===== config.mk =====
export PLATFORM = sky130hd
export DESIGN_NAME = seatbelt_alarm_flat
export DESIGN_NICKNAME = d
export VERILOG_FILES = /design/src/rtl/seatbelt_alarm_pkg.sv /design/src/rtl/seatbelt_alarm_if.sv /design/src/rtl/seatbelt_alarm_sec_tick_detect.sv /design/src/rtl/seatbelt_alarm.sv /design/src/flat_wrapper.sv
export SDC_FILE = /design/constraint.sdc
export NUM_CORES = 1
export LEC_CHECK = 0
export ABC_AREA = 1
export CAP_MARGIN = 20
export CELL_PAD_IN_SITES_DETAIL_PLACEMENT = 1
export CELL_PAD_IN_SITES_GLOBAL_PLACEMENT = 2
export CORE_UTILIZATION = 25
export CTS_CLUSTER_DIAMETER = 120
export DETAILED_ROUTE_END_ITERATION = 10
export HOLD_SLACK_MARGIN = 0.15
export PLACE_DENSITY = 0.81
export REMOVE_ABC_BUFFERS = 1
export SLEW_MARGIN = 20
export SYNTH_ARGS = -nofsm -noshare
export SYNTH_HDL_FRONTEND = slang
export SYNTH_SLANG_ARGS = --single-unit

===== constraint.sdc =====
create_clock -name clk_i -period 1.9 [get_ports clk_i]
set_input_delay 0.285 -clock clk_i [delete_from_list [all_inputs] [get_ports clk_i]]
set_output_delay 0.285 -clock clk_i [all_outputs]
set_load 0.005 [all_outputs]

===== src/rtl/seatbelt_alarm_pkg.sv =====
// Shared types and constants for the seatbelt warning controller.
// State encodings are fixed because state_o exposes them for debug.
package seatbelt_pkg;

   localparam int             SEC_W   = 8;
   localparam logic [SEC_W-1:0] SEC_MAX = 8'd59;

   typedef enum logic [2:0] {
      ST_OFF   = 3'd0,
      ST_CHECK = 3'd1,
      ST_GRACE = 3'd2,
      ST_ALERT = 3'd3,
      ST_MUTE  = 3'd4
   } state_t;

   function automatic logic lamp_state(input state_t st);
      return (st == ST_GRACE) || (st == ST_ALERT) || (st == ST_MUTE);
   endfunction

endpackage


===== src/rtl/seatbelt_alarm_if.sv =====
// Bundle of seconds/vehicle inputs and alarm outputs of seatbelt_alarm.
// master drives the inputs and observes the outputs; slave is the controller.
interface seatbelt_alarm_if;
   import seatbelt_pkg::*;

   logic [SEC_W-1:0] second_i;
   logic             ignition_i;
   logic             belt_i;
   logic             buzzer_o;
   logic             lamp_o;
   logic [2:0]       state_o;
   logic [7:0]       elapsed_o;

   modport master (
      output second_i, ignition_i, belt_i,
      input  buzzer_o, lamp_o, state_o, elapsed_o
   );

   modport slave (
      input  second_i, ignition_i, belt_i,
      output buzzer_o, lamp_o, state_o, elapsed_o
   );

endinterface


===== src/rtl/seatbelt_alarm_sec_tick_detect.sv =====
// One-cycle tick on every change of the seconds count, wrap included.
// The last-value register loads every cycle, reset included, so no reset port is needed.
module sec_tick_detect
   import seatbelt_pkg::*;
(
   input  logic             clk_i,
   input  logic [SEC_W-1:0] i_second,
   output logic             o_tick
);

   logic [SEC_W-1:0] r_sec_q;

   always_ff @(posedge clk_i) begin
      r_sec_q <= i_second;
   end

   assign o_tick = (i_second != r_sec_q);

endmodule


===== src/rtl/seatbelt_alarm.sv =====
// Seatbelt warning FSM: grace timer, pulsed buzzer window, mute; lamp while unbuckled.
// Optional belt filter selected by SEATBELT_ALARM_BELT_DEBOUNCE_EN.
module seatbelt_alarm
   import seatbelt_pkg::*;
#(
   parameter int GRACE_S    = 5,
   parameter int ALERT_S    = 30,
   parameter int DEB_CYCLES = 4
) (
   input  logic             clk_i,
   input  logic             rst_i,
   seatbelt_alarm_if.slave  sb
);

   if (GRACE_S < 1 || GRACE_S > 255 || ALERT_S < 1 || ALERT_S > 255 ||
       DEB_CYCLES < 1 || DEB_CYCLES > 255) begin : g_bad_param
      $error("seatbelt_alarm: parameter out of range 1..255");
   end

   logic       w_tick;
   logic       w_belt;
   state_t     r_state;
   state_t     w_nxt;
   logic [7:0] r_elapsed;
   logic [7:0] w_elapsed_nxt;
   logic [8:0] w_elapsed_inc;
   logic       r_buzzer;
   logic       w_buzzer_nxt;
   logic       r_lamp;

   sec_tick_detect u_tick (
      .clk_i    (clk_i),
      .i_second (sb.second_i),
      .o_tick   (w_tick)
   );

`ifdef SEATBELT_ALARM_BELT_DEBOUNCE_EN
   logic       r_belt_s1;
   logic       r_belt_s2;
   logic       r_belt_f;
   logic [7:0] r_deb_cnt;
   logic       w_deb_done;

   // Release the new value in the last stable cycle so the FSM reacts 2+DEB_CYCLES after the edge.
   assign w_deb_done = (r_belt_s2 != r_belt_f) &&
                       (({1'b0, r_deb_cnt} + 9'd1) == 9'(DEB_CYCLES));
   assign w_belt     = w_deb_done ? r_belt_s2 : r_belt_f;

   always_ff @(posedge clk_i) begin
      if (rst_i) begin
         r_belt_s1 <= 1'b0;
         r_belt_s2 <= 1'b0;
         r_belt_f  <= 1'b0;
         r_deb_cnt <= 8'd0;
      end else begin
         r_belt_s1 <= sb.belt_i;
         r_belt_s2 <= r_belt_s1;
         if (r_belt_s2 != r_belt_f) begin
            if (w_deb_done) begin
               r_belt_f  <= r_belt_s2;
               r_deb_cnt <= 8'd0;
            end else begin
               r_deb_cnt <= r_deb_cnt + 8'd1;
            end
         end else begin
            r_deb_cnt <= 8'd0;
         end
      end
   end
`else
   assign w_belt = sb.belt_i;
`endif

   assign w_elapsed_inc = {1'b0, r_elapsed} + 9'd1;

   always_comb begin
      w_nxt = r_state;
      case (r_state)
         ST_OFF, ST_CHECK, ST_GRACE, ST_ALERT, ST_MUTE: begin
            if (!sb.ignition_i) begin
               w_nxt = ST_OFF;
            end else if (w_belt) begin
               w_nxt = ST_CHECK;
            end else begin
               case (r_state)
                  ST_OFF, ST_CHECK: w_nxt = ST_GRACE;
                  ST_GRACE: if (w_tick && w_elapsed_inc == 9'(GRACE_S)) w_nxt = ST_ALERT;
                  ST_ALERT: if (w_tick && w_elapsed_inc == 9'(ALERT_S)) w_nxt = ST_MUTE;
                  default:  w_nxt = r_state;
               endcase
            end
         end
         default: w_nxt = ST_OFF;
      endcase
   end

   always_comb begin
      w_elapsed_nxt = 8'd0;
      if (w_nxt == r_state && (r_state == ST_GRACE || r_state == ST_ALERT)) begin
         if (w_tick && r_elapsed != 8'hFF) begin
            w_elapsed_nxt = r_elapsed + 8'd1;
         end else begin
            w_elapsed_nxt = r_elapsed;
         end
      end
   end

   // Buzzer turns on in the first ALERT second and toggles on each tick after that.
   always_comb begin
      w_buzzer_nxt = 1'b0;
      if (r_state == ST_ALERT && w_nxt == ST_ALERT) begin
         if (w_tick) begin
            w_buzzer_nxt = ~r_buzzer;
         end else if (r_elapsed == 8'd0) begin
            w_buzzer_nxt = 1'b1;
         end else begin
            w_buzzer_nxt = r_buzzer;
         end
      end
   end

   always_ff @(posedge clk_i) begin
      if (rst_i) begin
         r_state   <= ST_OFF;
         r_elapsed <= 8'd0;
         r_buzzer  <= 1'b0;
         r_lamp    <= 1'b0;
      end else begin
         r_state   <= w_nxt;
         r_elapsed <= w_elapsed_nxt;
         r_buzzer  <= w_buzzer_nxt;
         r_lamp    <= lamp_state(r_state);
      end
   end

   assign sb.state_o   = r_state;
   assign sb.elapsed_o = r_elapsed;
   assign sb.buzzer_o  = r_buzzer;
   assign sb.lamp_o    = r_lamp;

endmodule


===== src/flat_wrapper.sv =====
// flat-port wrapper written by rule: the top's interface ports become plain ports
module seatbelt_alarm_flat import seatbelt_pkg::*;
#(
   parameter int GRACE_S    = 5,
   parameter int ALERT_S    = 30,
   parameter int DEB_CYCLES = 4
)
  (clk_i, rst_i, sb_second_i, sb_ignition_i, sb_belt_i, sb_buzzer_o, sb_lamp_o, sb_state_o, sb_elapsed_o);
  seatbelt_alarm_if sb_i ();
  input  logic clk_i;
  input  logic rst_i;
  input wire logic [$bits(sb_i.second_i)-1:0] sb_second_i;
  input wire logic [$bits(sb_i.ignition_i)-1:0] sb_ignition_i;
  input wire logic [$bits(sb_i.belt_i)-1:0] sb_belt_i;
  output wire logic [$bits(sb_i.buzzer_o)-1:0] sb_buzzer_o;
  output wire logic [$bits(sb_i.lamp_o)-1:0] sb_lamp_o;
  output wire logic [$bits(sb_i.state_o)-1:0] sb_state_o;
  output wire logic [$bits(sb_i.elapsed_o)-1:0] sb_elapsed_o;
  assign sb_i.second_i = sb_second_i;
  assign sb_i.ignition_i = sb_ignition_i;
  assign sb_i.belt_i = sb_belt_i;
  assign sb_buzzer_o = sb_i.buzzer_o;
  assign sb_lamp_o = sb_i.lamp_o;
  assign sb_state_o = sb_i.state_o;
  assign sb_elapsed_o = sb_i.elapsed_o;
  seatbelt_alarm #(.GRACE_S(GRACE_S), .ALERT_S(ALERT_S), .DEB_CYCLES(DEB_CYCLES)) u_core (.clk_i(clk_i), .rst_i(rst_i), .sb(sb_i));
endmodule

## Yosys cells after proc, flatten, opt, wreduce, memory -nomap -nowiden

Index checks and enable logic that the tools add are counted.

| word-level totals | value |
|---|---|
| flip-flop bits (word level) | 21 |
| input port bits | 12 |
| output and inout port bits | 13 |
| word-level logic and storage cells | 42 |

| operators by class | value |
|---|---|
| $add $sub $neg | 2 |
| equal/unequal tests | 10 |
| muxes and demuxes | 8 |
| bitwise operators | 3 |
| reduce and logical (&&, ||, !) cells | 14 |

Operator list:

| operator | number |
|---|---|
| 3-bit two-way mux | 5 |
| 8-bit by 1-bit adder with 9-bit output, second input constant | 1 |
| 3-bit by 2-bit equality test with 1-bit output, second input constant | 3 |
| 9-bit by 3-bit equality test with 1-bit output, second input constant | 1 |
| 9-bit by 5-bit equality test with 1-bit output, second input constant | 1 |
| 3-bit case mux with 3 select lines | 1 |
| 8-bit by 1-bit adder with 8-bit output, second input constant | 1 |
| 8-bit zero test | 1 |
| 8-bit != test | 1 |
| 8-bit != test, second input constant | 1 |
| 2-bit OR reduction | 3 |
| 1-bit logical AND | 5 |
| 5-bit OR reduction | 1 |
| 3-bit by 1-bit equality test with 1-bit output, second input constant | 1 |
| 3-bit equality test | 1 |
| 3-bit equality test, second input constant | 1 |
| 3-bit zero test | 1 |
| 1-bit inverter | 3 |
| 1-bit logical OR | 2 |
| 1-bit two-way mux | 2 |
| 2-bit nonzero test | 1 |

## Depth between registers and ports, before layout

Gate-level depths: netlist of the first run.

| depth | value |
|---|---|
| word-level depth | 12 |
| gate-level depth with buffers | 16 |
| depth with buffers taken out | 16 |

## By module

A second synthesis of the first run with hierarchy kept.

| second synthesis, totals | value |
|---|---|
| cells, all modules | 172 |
| area, all modules | 1,189.9 µm² |

Modules (own cells, without submodules):

| module | instances | cells an instance | area each (µm²) | sequential area each (µm²) |
|---|---|---|---|---|
| seatbelt_alarm | 1 | 137 | 903.4 | 260.2 |
| sec_tick_detect | 1 | 35 | 286.5 | 160.2 |

## Least setup slack after synthesis of the first run

OpenSTA, ideal clock, no wires.

| timing | value |
|---|---|
| kind | register to register |
| start | register u_core.r_elapsed[0], in the netlist u_core.sb.elapsed_o[0] |
| end | register u_core.r_elapsed[1], in the netlist u_core.sb.elapsed_o[1] |
| library setup time | 119 ps |
| arrival time | 1,660 ps |
| data required time | 1,781 ps |
| slack | 121 ps |
| stages on the path, launching flop included | 15 |
| path buffers | 0 |
| period minus slack after synthesis | 1,779 ps |
| path through | dfxtp_1 > ha_1 > nand2_2 > nor2_4 > nand3_2 > nand2_2 > nand2_2 > nor2_2 > nand3_1 > a21oi_1 > nand2_1 > nand2_2 > nand3_2 > nand2_4 > nor2_2 |

| between the ends | value |
|---|---|
| cells in the longest elaborated chain, start to end | 12 |
| elaborated cells between the ends (all ways) | 18 |
| classes of those cells | add/sub: 2; eq/ne: 4; mux: 6; bitwise: 1; reduce/logical: 5 |

Ends and longest elaborated chain:

| what | line | RTL |
|---|---|---|
| start: declaration | seatbelt_alarm.sv:24 | `logic [7:0] r_elapsed;` |
| start signal: assignment | seatbelt_alarm.sv:130 | `r_elapsed <= w_elapsed_nxt;` |
| 8-bit by 1-bit adder with 9-bit output | seatbelt_alarm.sv:74 | `assign w_elapsed_inc = {1'b0, r_elapsed} + 9'd1;` |
| 9-bit by 5-bit equality test with 1-bit output / 9-bit by 3-bit equality test with 1-bit output (equally long branches) | seatbelt_alarm.sv:88, seatbelt_alarm.sv:87 |  |
| 1-bit logical AND, on equally long branches | seatbelt_alarm.sv:88, seatbelt_alarm.sv:87 |  |
| 3-bit two-way mux, on equally long branches | seatbelt_alarm.sv:88, seatbelt_alarm.sv:87 |  |
| 3-bit case mux with 3 select lines | seatbelt_alarm.sv:85 | `case (r_state)` |
| 3-bit two-way mux | seatbelt_alarm.sv:82 | `end else if (w_belt) begin` |
| 3-bit two-way mux | seatbelt_alarm.sv:80 | `if (!sb.ignition_i) begin` |
| 3-bit two-way mux | seatbelt_alarm.sv:78 | `case (r_state)` |
| 3-bit equality test | seatbelt_alarm.sv:99 | `if (w_nxt == r_state && (r_state == ST_GRACE \|\| r_state == ST_ALERT)) begin` |
| 1-bit logical AND | seatbelt_alarm.sv:99 |  |
| 1-bit inverter (no line) | - |  |
| 2-bit OR reduction (no line) | - |  |

Several ways; a longest one is shown, not always the timed one.
A chain may end at the register's enable or synchronous reset.

## Final worst setup path of the first run

| timing | value |
|---|---|
| start | register u_core.r_elapsed[0], in the netlist u_core.sb.elapsed_o[0] |
| end | register u_core.r_elapsed[0], in the netlist u_core.sb.elapsed_o[0] |

Same word-level chain as after synthesis.

==> results.sh, run 1 <==
export IMPL_outcome="finished, violations left"
export IMPL_failed_checks="DRC"
export IMPL_port_buffers=24
export IMPL_die_h_microns=71.4
export IMPL_rsz0062_at_grt="true"
export IMPL_p_seq_share_pct=54.6
export IMPL_cts_root_buf="clkbuf_8"
export IMPL_antenna_found_initial=0
export IMPL_drc=2
export IMPL_synth_cells=172
export IMPL_hold_path_class="in -> reg"
export IMPL_period_share_pct=94.2
export IMPL_cap_violations=0
export IMPL_grt_pass1_vias=1167
export IMPL_ant_nets=0
export IMPL_place_congestion=0.747
export IMPL_netlist_area_sq_um=1200
export IMPL_final_layout_size_suffix_gt1_share_pct=29.4
export IMPL_num_antenna_cells=0
export IMPL_fin_crit_ns=1.79
export IMPL_instances_no_fill=266
export IMPL_cts_tree="built"
export IMPL_rows=24
export IMPL_cp_max_fo=8
export IMPL_cts_max_level=1
export IMPL_worst_pin_slew_ns=0.290
export IMPL_gr_total_overflow=0
export IMPL_p_int_mw=0.643
export IMPL_routedWlPerCell_microns=11.3
export IMPL_cts_made_buffers=3
export IMPL_clockBufferDepth=2
export IMPL_cp_end_kind="flop"
export IMPL_clkTransAtPathRegs_ns=0.08
export IMPL_dieArea_sq_um=5090
export IMPL_fin_skew_ns=0.00323
export IMPL_max_slew_margin_pct=80.5
export IMPL_ys_seq_area_share_pct=35.0
export IMPL_fmax_mhz=559
export IMPL_slew_viol_final=0
export IMPL_synth_seq_cells=21
export IMPL_setup_viol=0
export IMPL_pre_cts_ws_ns=-0.226
export IMPL_p_leak_nw=0.818
export IMPL_yosysUniqueCellTypes=28
export IMPL_grt_max_degree=12
export IMPL_via_per_inst=4.30
export IMPL_hold_violations=0
export IMPL_layout_nets=231
export IMPL_dp_hpwl_microns=2470
export IMPL_synth_edff_count=0
export IMPL_drtIter0Drc=41
export IMPL_grt_pass1_wl_microns=5150
export IMPL_synth_warnings=0
export IMPL_initial_core_util_pct=26.9
export IMPL_fillers=561
export IMPL_critPathLaunchType="flop"
export IMPL_path_class="reg -> reg"
export IMPL_cp_data_arrival_time_ns=1.94
export IMPL_die_w_microns=71.4
export IMPL_synth_ff_type="dfxtp_1"
export IMPL_dp_cells=260
export IMPL_clock_latency_ns=0.26
export IMPL_core_area_sq_um=4470
export IMPL_switching_share_pct=23.0
export IMPL_setup_slack_ns=0.110
export IMPL_postRouteWirelength_microns=3020
export IMPL_synthArstFlopShare_pct=0
export IMPL_fin_util_pct=39.5
export IMPL_power_share_clock_pct=35.1
export IMPL_powerDensity_nw_per_um2=472
export IMPL_p_sw_mw=0.192
export IMPL_syn_area_per_cell_sq_um=6.99
export IMPL_ir_drop_uv=343
export IMPL_cts_sinks=21
export IMPL_io_pins=25
export IMPL_power_total_mw=0.835
export IMPL_ctsHoldBuffers=0
export IMPL_drt_first_pass_iters=7
export IMPL_p_comb_share_pct=10.3
export IMPL_worstPathRequired_ns=2.05
export IMPL_syn_to_final_growth_pct=47.0
export IMPL_num_vias=1143
export IMPL_track_usage_pct=12.9
cell type report:
class	instances	area, sq um	share of cell area, %
repair buffers	38	367	20.7
well taps	52	65.1	3.68
flip-flops and latches	21	427	24.1
clock buffers	4	45.0	2.55
inverters	32	125	7.08
multi-input cells	119	739	41.8
layout by cell type, fill, tap and decap left out, drive strengths merged:
cell           netlist  final
nand2               50     50
inv                 31     32
nor2                29     29
dfxtp               21     21
clkdlybuf4s50        0     17
buf                  0     14
nand3                9      9
o21ai                8      8
dlymetal6s2s         0      7
a21oi                4      4
ha                   4      4
clkbuf               0      4
nand4                3      3
nor3                 3      3
a211oi               1      1
o22ai                1      1
and2                 1      1
nor4                 1      1
a41oi                1      1
mux2i                1      1
nor3b                1      1
o21bai               1      1
xor2                 1      1
path summary, 6_finish.rpt:
kind | start | to | slack (ns) | cells after the start
hold reg to reg | u_core.sb.elapsed_o[7] | u_core.sb.elapsed_o[7] | 0.60 | 2
hold / removal | sb_second_i[3] | u_core.u_tick.r_sec_q[3] | 0.18 | 1
setup reg to reg | u_core.sb.elapsed_o[0] | u_core.sb.elapsed_o[0] | 0.11 | 13
setup / recovery | u_core.sb.elapsed_o[0] | u_core.sb.elapsed_o[0] | 0.11 | 13
power by group through the flow:
stage / Clock, mW / Sequential, mW / Combinational (mW)
final: 0.293 / 0.456 / 0.0861
after global routing: 0.336 / 0.458 / 0.0969
after CTS: 0.310 / 0.458 / 0.0835
after detailed placement: 0 / 0.468 / 0.0832
after global placement: 0 / 0.467 / 0.0820
after floorplan: 0 / 0.467 / 0.0386
per-stage QoR:
stage,setup TNS [ns],area (sq um),hold slack [ns]
after floorplan,0,1200,0.313
after global placement,-1.11,1600,0.579
after detailed placement,-1.78,1600,0.590
after CTS,0,1650,0.518
after global routing,-0.400,1770,0.182
final,0,1770,0.184
cell families (layout without fill, tap and decap cells):
kind of cell | after synthesis | in the layout | synth area share, %
and+or+nand+nor | 97 | 97 | 41.2
buffers and inverters | 32 | 74 | 10.1
DFF | 21 | 21 | 35.0
AOI/OAI and AO/OA | 16 | 16 | 8.01
adders and majority gates | 4 | 4 | 4.16
xor gates and xnor gates | 1 | 1 | 0.729
muxes | 1 | 1 | 0.832
flip-flops by register name (all words and copies together), names as in the netlist:
register               count
u_core.sb.state_o          3
u_core.u_tick.r_sec_q      8
u_core.sb.lamp_o           1
u_core.sb.elapsed_o        8
u_core.sb.buzzer_o         1
critical path, stage by stage (launching register included):
cell and delay, ns:
dfxtp_4 0.36, ha_4 0.17, nand2_4 0.09, inv_4 0.05, nor2_4 0.09, nand4_1 0.16
nor2_4 0.14, nand3_2 0.08, a21oi_2 0.11, nand2_1 0.07, nand2_2 0.07, nand3_2 0.08
nand2_4 0.15, nor2_2 0.06
layer usage:
metal | GRT usage, % | share of wire [%]
met1 | 15.6 | 47
met3 | 3.38 | 3.2
met2 | 23.1 | 49
met4 | 2.67 | 0.80
met5 | 0 | 0
cells in the mapped netlist, drive strengths merged (3+ instances only):
library cell / n / area share, %
nand2: 50 / 18
inv: 31 / 9.7
nor2: 29 / 13
dfxtp: 21 / 35
nand3: 9 / 5.4
o21ai: 8 / 3.3
a21oi: 4 / 1.7
ha: 4 / 4.2
nand4: 3 / 1.6
nor3: 3 / 1.7
repair_timing:
action	4_1_cts	5_1_grt
setup buffers	0	2
gates resized for setup	4	28
pin swaps	2	13
endpoints found under the setup margin	8	8
endpoints found under the hold margin	0	0
Note: power is estimated with default switching activity, not from simulation.
==> run 2: changes to the inputs <==
CORE_UTILIZATION = 29   (was 25)
PLACE_DENSITY = 0.9   (was 0.81)
clock period = 2.1 ns   (was 1.9 ns; I/O delays follow)
==> results.sh, run 2 (synthesis gave the netlist of run 1 again) <==
export IMPL_outcome="finished, final reports clean"
export IMPL_grt_max_degree=12
export IMPL_rows=23
export IMPL_setup_viol=0
export IMPL_ctsHoldBuffers=0
export IMPL_clockBufferDepth=2
export IMPL_cp_data_arrival_time_ns=2.05
export IMPL_syn_to_final_growth_pct=34.2
export IMPL_cap_violations=0
export IMPL_drc=0
export IMPL_powerDensity_nw_per_um2=472
export IMPL_layout_common_cells="39 x nand2_1, 29 x inv_1, 24 x clkdlybuf4s50_1"
export IMPL_worst_pin_slew_ns=0.281
export IMPL_drt_first_pass_iters=4
export IMPL_clkTransAtPathRegs_ns=0.08
export IMPL_worstRegToRegCells=13
export IMPL_r2r_start="u_core.sb.elapsed_o[1]"
export IMPL_postRouteWirelength_microns=2850
export IMPL_period_share_pct=90.2
export IMPL_place_congestion=0.770
export IMPL_p_leak_nw=0.706
export IMPL_hold_path_class="in -> reg"
export IMPL_design_area_sq_um=1610
export IMPL_num_antenna_cells=0
export IMPL_finalSetupTns_ns=0
export IMPL_cts_sinks=21
export IMPL_max_slew_margin_pct=81.1
export IMPL_timing_rr_end="u_core.sb.elapsed_o[6]"
export IMPL_cts_max_level=1
export IMPL_path_class="reg -> reg"
export IMPL_rsz0062_at_grt="false"
export IMPL_drtIter0Drc=25
export IMPL_grt_pass1_vias=1073
export IMPL_fin_skew_ns=0.00229
export IMPL_track_usage_pct=14.7
export IMPL_layout_nets=225
export IMPL_ir_drop_uv=308
export IMPL_io_pins=25
export IMPL_min_delay_start="sb_second_i[4]"
export IMPL_num_vias=1135
export IMPL_clock_latency_ns=0.26
export IMPL_critPathLaunchType="flop"
export IMPL_final_layout_size_suffix_gt1_share_pct=23.1
export IMPL_cts_tree="built"
export IMPL_hold_end="u_core.u_tick.r_sec_q[4]"
export IMPL_dieArea_sq_um=4410
export IMPL_via_per_inst=4.40
export IMPL_cp_max_fo=8
export IMPL_cts_made_buffers=3
export IMPL_ant_nets=0
export IMPL_placed_cell_area_sq_um=1570
export IMPL_die_h_microns=66.4
export IMPL_routedWlPerCell_microns=11.0
export IMPL_power_total_mw=0.761
export IMPL_antenna_found_initial=0
export IMPL_port_buffers=24
export IMPL_initial_core_util_pct=30.1
export IMPL_core_area_sq_um=4000
export IMPL_fmax_mhz=528
export IMPL_cp_end_kind="flop"
export IMPL_fin_util_pct=40.4
export IMPL_cts_root_buf="clkbuf_8"
export IMPL_worstPathRequired_ns=2.26
export IMPL_dp_hpwl_microns=2380
export IMPL_hold_violations=0
export IMPL_slew_viol_final=0
export IMPL_final_common_cell="nand2_1"
export IMPL_fin_crit_ns=1.89
export IMPL_hold_path_depth=1
export IMPL_gr_total_overflow=0
export IMPL_grt_pass1_wl_microns=4760
export IMPL_rrSetupSlack_ns=0.21
export IMPL_die_w_microns=66.4
run 2: changes by cell type in the layout (fill, tap and decap cells not counted), sizes merged:
cell and change:
dlymetal6s2s -7, clkdlybuf4s50 +7, clkinv +1, inv -1, buf -6
run 2: power breakdown:
| part | leakage, nW | internal, mW | switching (mW) |
|---|---|---|---|
| clock network | 0.0228 | 0.135 | 0.138 |
| registers | 0.173 | 0.408 | 0.00547 |
| logic | 0.510 | 0.0398 | 0.0339 |
| total | 0.706 | 0.584 | 0.178 |
run 2: what timing repair did:
item                                    in CTS  in global routing
endpoints found under the setup margin       0                  8
resized for setup                            0                  2
setup buffers                                0                  0
run 2: metal layers:
layer | global-route usage, % | wire length [microns] | part of all wire, % | up-vias
met5 | 0 | 0 | 0 | -
met4 | 9.31 | 97 | 3.4 | 0
met3 | 1.55 | 74 | 2.6 | 9
met2 | 24.6 | 1290 | 45 | 22
met1 | 17.7 | 1390 | 49 | 501
li1 | - | - | - | 603
run 2: how the worst max path moves through the flow:
| stage | start | end | slack (ns) |
|---|---|---|---|
| 6_report | u_core.sb.elapsed_o[1] | u_core.sb.elapsed_o[6] | 0.21 |
| 5_1_grt | u_core.sb.elapsed_o[1] | u_core.sb.elapsed_o[5] | 0.004 |
| 4_1_cts | u_core.sb.elapsed_o[1] | u_core.sb.elapsed_o[6] | 0.05 |
| 3_5_place_dp | sb_second_i[1] | u_core.sb.elapsed_o[6] | -0.02 |
| 3_3_place_gp | sb_second_i[1] | u_core.sb.elapsed_o[6] | 0.008 |
| 2_1_floorplan | u_core.sb.elapsed_o[0] | u_core.sb.elapsed_o[1] | 0.32 |
run 2: area by class of cell:
class	instances	area [sq um]
Tap cell	50	62.6
Inverter	32	121
Multi-Input combinational cell	119	663
Timing Repair Buffer	32	300
Fill cell	513	2390
Clock buffer	4	45.0
Sequential cell	21	422
run 2: per-stage QoR:
step	setup slack (ns)	instances	hold WS (ns)
2_1_floorplan	0.321	172	0.343
3_3_place_gp	0.00810	254	0.576
3_5_place_dp	-0.0208	254	0.590
4_1_cts	0.0534	258	0.542
5_1_grt	0.00384	258	0.553
6_report	0.206	258	0.546
run 2: worst max-delay path, stage by stage, from the launching register on:
cell and delay, ns:
dfxtp_2 0.35, ha_1 0.21, nand2_2 0.12, inv_2 0.07
nor2_2 0.12, nand4_1 0.14, nor2_2 0.14, nand3_1 0.09
a21oi_1 0.14, nand2_1 0.07, nand2_2 0.07, nand3_2 0.08
nand2_4 0.15, nor2_2 0.05
